===== src/rtl/text_line_ctrl_if.sv =====
// text_line_ctrl_if: raster, host-write and glyph-ROM signals of text_line_ctrl.
// master = timing gen / host / ROM side, slave = text_line_ctrl.
interface text_line_ctrl_if #(
  parameter int N_CHARS = 16
);
  localparam int AW = $clog2(N_CHARS);

  logic [10:0]   hc;
  logic [10:0]   vc;
  logic          de;
  logic          wr_en;
  logic [AW-1:0] wr_addr;
  logic [7:0]    wr_char;
  logic          commit;
  logic          commit_done;
  logic [7:0]    char_sel;
  logic [2:0]    coor_x;
  logic [2:0]    coor_y;
  logic          glyph_pixel;
  logic          pixel_out;
  logic          de_out;

  modport master (
    output hc, vc, de, wr_en, wr_addr, wr_char, commit, glyph_pixel,
    input  commit_done, char_sel, coor_x, coor_y, pixel_out, de_out
  );

  modport slave (
    input  hc, vc, de, wr_en, wr_addr, wr_char, commit, glyph_pixel,
    output commit_done, char_sel, coor_x, coor_y, pixel_out, de_out
  );
endinterface


===== src/rtl/text_line_ctrl.sv =====
// text_line_ctrl: double-buffered one-line text overlay driving a 5x8 glyph ROM.
// Ports: clk, rst (async, active-high), bus (text_line_ctrl_if.slave).
// Option: TEXT_SCALE2_EN doubles cells to 16x16 (each glyph pixel -> 2x2).
module text_line_ctrl #(
  parameter int N_CHARS = 16,
  parameter int X0      = 64,
  parameter int Y0      = 32
) (
  input  logic             clk,
  input  logic             rst,
  text_line_ctrl_if.slave  bus
);
  localparam int AW = $clog2(N_CHARS);
`ifdef TEXT_SCALE2_EN
  localparam int SH = 4;
`else
  localparam int SH = 3;
`endif
  localparam int RW = N_CHARS << SH;
  localparam int RH = 1 << SH;
  localparam logic [7:0] SPC = 8'h20;

  typedef enum logic [1:0] {IDLE, PEND, DONE} state_t;

  state_t     r_state;
  logic       r_done;
  logic [7:0] r_shadow [N_CHARS];
  logic [7:0] r_active [N_CHARS];

  logic          r1_in;
  logic [AW-1:0] r1_cell;
  logic [2:0]    r1_ox;
  logic [2:0]    r1_oy;
  logic          r1_de;

  logic [7:0] r_char;
  logic [2:0] r_cx;
  logic [2:0] r_cy;
  logic       r_blank;
  logic       r2_de;

  logic r_pix;
  logic r_deo;

  logic [10:0]   w_dx;
  logic [10:0]   w_dy;
  logic          w_in;
  logic          w_org;
  logic [AW-1:0] w_cell;
  logic [2:0]    w_ox;
  logic [2:0]    w_oy;
  logic [7:0]    w_code;

  // Offsets wrap when hc/vc < X0/Y0; the >= tests reject those.
  assign w_dx   = bus.hc - 11'(X0);
  assign w_dy   = bus.vc - 11'(Y0);
  assign w_in   = (bus.hc >= 11'(X0)) && (w_dx < 11'(RW)) &&
                  (bus.vc >= 11'(Y0)) && (w_dy < 11'(RH));
  assign w_org  = (bus.hc == 11'd0) && (bus.vc == 11'd0);
  assign w_cell = w_dx[SH +: AW];
  // Dropping the low bit in 2x mode repeats each glyph pixel twice.
  assign w_ox   = w_dx[SH-3 +: 3];
  assign w_oy   = w_dy[SH-3 +: 3];
  assign w_code = r_active[r1_cell];

  always_ff @(posedge clk or posedge rst) begin
    if (rst) begin
      r_state <= IDLE;
      r_done  <= 1'b0;
      for (int i = 0; i < N_CHARS; i++) begin
        r_shadow[i] <= SPC;
        r_active[i] <= SPC;
      end
    end else begin
      r_done <= 1'b0;
      unique case (r_state)
        IDLE: begin
          if (bus.commit) r_state <= PEND;
        end
        PEND: begin
          // Copy reads shadow before this edge's host write lands.
          if (w_org) begin
            for (int i = 0; i < N_CHARS; i++)
              r_active[i] <= r_shadow[i];
            r_done  <= 1'b1;
            r_state <= DONE;
          end
        end
        DONE: begin
          r_state <= bus.commit ? PEND : IDLE;
        end
        default: r_state <= IDLE;
      endcase
      if (bus.wr_en) r_shadow[bus.wr_addr] <= bus.wr_char;
    end
  end

  always_ff @(posedge clk or posedge rst) begin
    if (rst) begin
      r1_in   <= 1'b0;
      r1_cell <= '0;
      r1_ox   <= 3'd0;
      r1_oy   <= 3'd0;
      r1_de   <= 1'b0;
      r_char  <= SPC;
      r_cx    <= 3'd0;
      r_cy    <= 3'd0;
      r_blank <= 1'b1;
      r2_de   <= 1'b0;
      r_pix   <= 1'b0;
      r_deo   <= 1'b0;
    end else begin
      r1_in   <= w_in;
      r1_cell <= w_cell;
      r1_ox   <= w_ox;
      r1_oy   <= w_oy;
      r1_de   <= bus.de;
      r_char  <= r1_in ? w_code : SPC;
      r_cx    <= r1_in ? r1_ox : 3'd0;
      r_cy    <= r1_in ? r1_oy : 3'd0;
      // Space must be masked: the ROM draws it as '.'.
      r_blank <= !r1_in || (r1_ox >= 3'd5) || !r1_de ||
                 (w_code == SPC);
      r2_de   <= r1_de;
      r_pix   <= bus.glyph_pixel & ~r_blank;
      r_deo   <= r2_de;
    end
  end

  assign bus.commit_done = r_done;
  assign bus.char_sel    = r_char;
  assign bus.coor_x      = r_cx;
  assign bus.coor_y      = r_cy;
  assign bus.pixel_out   = r_pix;
  assign bus.de_out      = r_deo;
endmodule


===== src/flat_wrapper.sv =====
// flat-port wrapper written by rule: the top's interface ports become plain ports
module text_line_ctrl_flat 
#(
  parameter int N_CHARS = 16,
  parameter int X0      = 64,
  parameter int Y0      = 32
)
  (clk, rst, bus_hc, bus_vc, bus_de, bus_wr_en, bus_wr_addr, bus_wr_char, bus_commit, bus_glyph_pixel, bus_commit_done, bus_char_sel, bus_coor_x, bus_coor_y, bus_pixel_out, bus_de_out);
  text_line_ctrl_if #(.N_CHARS(N_CHARS)) bus_i ();
  input  logic clk;
  input  logic rst;
  input wire logic [$bits(bus_i.hc)-1:0] bus_hc;
  input wire logic [$bits(bus_i.vc)-1:0] bus_vc;
  input wire logic [$bits(bus_i.de)-1:0] bus_de;
  input wire logic [$bits(bus_i.wr_en)-1:0] bus_wr_en;
  input wire logic [$bits(bus_i.wr_addr)-1:0] bus_wr_addr;
  input wire logic [$bits(bus_i.wr_char)-1:0] bus_wr_char;
  input wire logic [$bits(bus_i.commit)-1:0] bus_commit;
  input wire logic [$bits(bus_i.glyph_pixel)-1:0] bus_glyph_pixel;
  output wire logic [$bits(bus_i.commit_done)-1:0] bus_commit_done;
  output wire logic [$bits(bus_i.char_sel)-1:0] bus_char_sel;
  output wire logic [$bits(bus_i.coor_x)-1:0] bus_coor_x;
  output wire logic [$bits(bus_i.coor_y)-1:0] bus_coor_y;
  output wire logic [$bits(bus_i.pixel_out)-1:0] bus_pixel_out;
  output wire logic [$bits(bus_i.de_out)-1:0] bus_de_out;
  assign bus_i.hc = bus_hc;
  assign bus_i.vc = bus_vc;
  assign bus_i.de = bus_de;
  assign bus_i.wr_en = bus_wr_en;
  assign bus_i.wr_addr = bus_wr_addr;
  assign bus_i.wr_char = bus_wr_char;
  assign bus_i.commit = bus_commit;
  assign bus_i.glyph_pixel = bus_glyph_pixel;
  assign bus_commit_done = bus_i.commit_done;
  assign bus_char_sel = bus_i.char_sel;
  assign bus_coor_x = bus_i.coor_x;
  assign bus_coor_y = bus_i.coor_y;
  assign bus_pixel_out = bus_i.pixel_out;
  assign bus_de_out = bus_i.de_out;
  text_line_ctrl #(.N_CHARS(N_CHARS), .X0(X0), .Y0(Y0)) u_core (.clk(clk), .rst(rst), .bus(bus_i));
endmodule

===== config.mk =====
export PLATFORM = sky130hd
export DESIGN_NAME = text_line_ctrl_flat
export DESIGN_NICKNAME = d
export VERILOG_FILES = /design/src/rtl/text_line_ctrl_if.sv /design/src/rtl/text_line_ctrl.sv /design/src/flat_wrapper.sv
export SDC_FILE = /design/constraint.sdc
export NUM_CORES = 1
export LEC_CHECK = 0
export ABC_CLOCK_PERIOD_IN_PS = 11200
export CORE_MARGIN = 2
export CORE_UTILIZATION = 45
export DETAILED_ROUTE_END_ITERATION = 10
export PLACE_DENSITY = 0.65
export SLEW_MARGIN = 0
export SYNTH_ARGS = -nofsm -noshare
export SYNTH_HDL_FRONTEND = slang
export SYNTH_SLANG_ARGS = --single-unit
export TNS_END_PERCENT = 30

===== constraint.sdc =====
create_clock -name clk -period 11.2 [get_ports clk]
set_input_delay 3.36 -clock clk [delete_from_list [all_inputs] [get_ports clk]]
set_output_delay 3.36 -clock clk [all_outputs]
set_load 0.03 [all_outputs]

==> impl_metrics.yaml <==
run_status:
  status: "finished clean"
clock_network:
  cts.htree.levels: 1
  cts_buffers: 29
  cts_sinks: 289
  post_cts_buffers: 0
  cts_hold_buf: 0
  cts_tree: "built"
  clkLatencyLatePin_ps: 540
  clockBufferDepth: 3
  cts_resized: 0
  clock-root-buffer: "clkbuf_16"
  clk_pin_slew_worst_paths_ps: 60
synth:
  synth_warnings: 0
  ys_seq_area_share_pct: 62.1
  ys.flop_type: "dfrtp_1"
  synth_top_area_share_pct: 54.4
  synth_area_leaders: "dfrtp_1 (54%), mux2_2 (25%), dfstp_2 (7.6%)"
  syn-num-nets: 755
  synth_cell_types: 37
  ys_seq_elements: 289
  syn_area_sq_mm: 0.0117
  postSynthCellCount: 713
  async_flop_share_pct: 100
  synth_area_per_cell_sq_um: 16.4
  synth_top_cell_by_area: "dfrtp_1"
  synth_edf_count: 0
timing:
  setup_tns_ps: 0
  worst_hold_slack_ps: 361
  finalCritPeriodShare_pct: 54.5
  fin_skew_ps: 26.4
  grt_setup_unrepaired: "no"
  relSlewSlack_pct: 22.9
  worst_pin_slew_ps: 1160
  min_period_ps: 6110
  setup_viol_count_final: 0
  final_hold_viol_count: 0
  fmax_ghz: 0.164
  slew_violations: 0
grt:
  grt_pass1_vias: 6586
  antenna_found_initial: 0
  grt_usage_pct: 18.4
  gr-total-overflow: 0
  grt_max_degree: 209
  grt_pass1_wl_microns: 38200
floorplan:
  top_level_ports: 57
  die_h_microns: 165
  start_util_pct: 45.4
  core_area_sq_mm: 0.0258
  die_area_sq_mm: 0.0274
  rows: 59
  dieWidth_microns: 165
drt:
  wirelength_microns: 24200
  wire_per_inst_microns: 21.5
  drtIter0Drc: 363
  vias: 6165
  avgViaCountPerCell: 5.48
  ant_nets: 0
  drt_first_pass_iters: 4
  drc_errors: 0
setup_path:
  cp_slowest_cell: "buf_4"
  cp-start-kind: "input port"
  critPathRequiredTime_ps: 11610
  cp-end-kind: "flop"
  worstPathMaxFanout: 77
  crit_chain: "clkdlybuf4s50_1, nor4_1, nand2_1, nor4_2, buf_4, buf_4, mux2_2"
  critical-path-max-stage-delay_ps: 820
  setup.worst_path.class: "in -> reg"
  critPathArrivalTime_ps: 6520
  cp_common_cell: "buf_4"
  reg2regPathDepth: 6
layout:
  multi_input_area_sq_mm: 0.00421
  regArea_sq_mm: 0.00728
  drive_gt1_share_pct: 46.5
  nNetsFinal: 810
  synthToLayoutAreaGrowth_pct: 15.7
  num-fill-cells: 2105
  final_util_pct: 52.5
  diodes: 0
worst_hold_path:
  hold_depth: 0
  hold_class: "reg -> reg"
power:
  leakage_nw: 6.17
  vdd_drop_max_uv: 117
  power_density_mw_per_mm2: 178
placed_design:
  place.detailed.hpwl_microns: 14900
  port_buffers: 56
  place_congestion: 0.784
job:
  cap_violations: 0
-- flip-flops by register name, indices dropped and copies added (netlist names) --
signal,count
u_core.r_state,2
u_core.r_active,128
u_core.bus.pixel_out,1
u_core.r_blank,1
u_core.r1_oy,3
u_core.bus.de_out,1
u_core.r1_de,1
u_core.r2_de,1
u_core.bus.char_sel,8
u_core.r1_in,1
u_core.bus.commit_done,1
u_core.bus.coor_x,3
u_core.bus.coor_y,3
u_core.r_shadow,128
u_core.r1_cell,4
u_core.r1_ox,3
-- cells in the mapped netlist (4+ instances only) --
cell,count
clkbuf_1,16
mux4_2,21
nor4_1,7
dfstp_2,34
mux2_2,256
dfrtp_1,255
nor2_1,14
nand3b_1,4
a22oi_1,14
inv_1,4
mux4_1,10
buf_2,15
and2_1,14
nand2_1,12
-- layout make-up --
cell class | instances | area share [%]
multi-input combinational | 381 | 31.0
clock inverter | 7 | 0.996
inverter | 4 | 0.138
clock buffer | 46 | 6.48
sequential | 289 | 53.6
tap | 335 | 3.09
timing repair buffer | 63 | 4.61
-- worst paths after layout --
kind	from	end	slack, ps
worst max-delay path	bus_hc[10]	u_core.r_active[48]$_DFFE_PP0P_	5090
worst min-delay path	u_core.r2_de$_DFF_PP0_	u_core.bus.de_out$_DFF_PP0_	360
worst max register to register	u_core.r1_cell[0]$_DFF_PP0_	u_core.r_blank$_DFF_PP1_	8230
worst min register to register	u_core.r2_de$_DFF_PP0_	u_core.bus.de_out$_DFF_PP0_	360
max in group asynchronous	rst	u_core.r_active[71]$_DFFE_PP0P_	6860
min in group asynchronous	rst	u_core.r_shadow[51]$_DFFE_PP0P_	3440
-- layer usage --
metal / vias up / track usage (%) / routed length (microns)
met5: - / 0 / 0
met4: 0 / 4.08 / 451
met3: 28 / 2.60 / 1120
met2: 134 / 31.3 / 11700
met1: 3297 / 25.5 / 10900
li1: 2706 / - / -
-- where the power goes --
group,switching [mW],internal [mW]
clock network,0.389,0.626
registers,0.0520,1.16
logic,0.0763,0.101
total,0.517,1.89
-- layout by cell type, fill, tap and decap left out, types with 2 or more instances in the layout --
master and instances:
dfstp_2 34, clkdlybuf4s50_1 56, clkinv_2 3, ha_1 2, mux4_1 10, nor2_1 14
nand2_1 12, bufinv_16 4, clkbuf_1 8, nor4_1 6, clkbuf_8 9, or4_1 2
nor2b_1 2, and2_1 14, a22o_1 2, nand3_1 3, buf_4 6, nor3_1 3
dfrtp_1 254, nand2b_1 3, a22oi_1 14, mux2_2 256, mux4_2 21, inv_1 3
or3_1 3, clkbuf_16 29, nand3b_1 4
-- logic make-up (layout without fill, tap and decap cells) --
family	Yosys count	in the layout	share of synthesized area [%]
and+or+nand+nor	70	70	3.20
muxes	288	288	31.1
adders and majority gates	2	2	0.213
AOI/OAI and AO/OA	19	19	1.22
DFF	289	289	62.1
xor gates and xnor gates	2	2	0.149
buffers and inverters	43	120	2.08
-- metrics by stage --
step / cells / setup WS [ps] / total power, mW / cell area (sq um)
after floorplan: 713 / 4030 / 1.35 / 11700
after global placement: 1072 / 4580 / 1.39 / 12500
after detailed placement: 1072 / 4490 / 1.41 / 12500
after CTS: 1125 / 5040 / 2.43 / 13600
after global routing: 1125 / 4850 / 2.51 / 13600
final: 1125 / 5090 / 2.41 / 13600
-- critical path, delay by kind of cell --
family / cells / cell delay, ps
buffers and inverters: 3 / 1930
multiplexers: 1 / 410
AND/OR/NAND/NOR: 3 / 780
No activity file was read; power rests on OpenSTA's default activity.
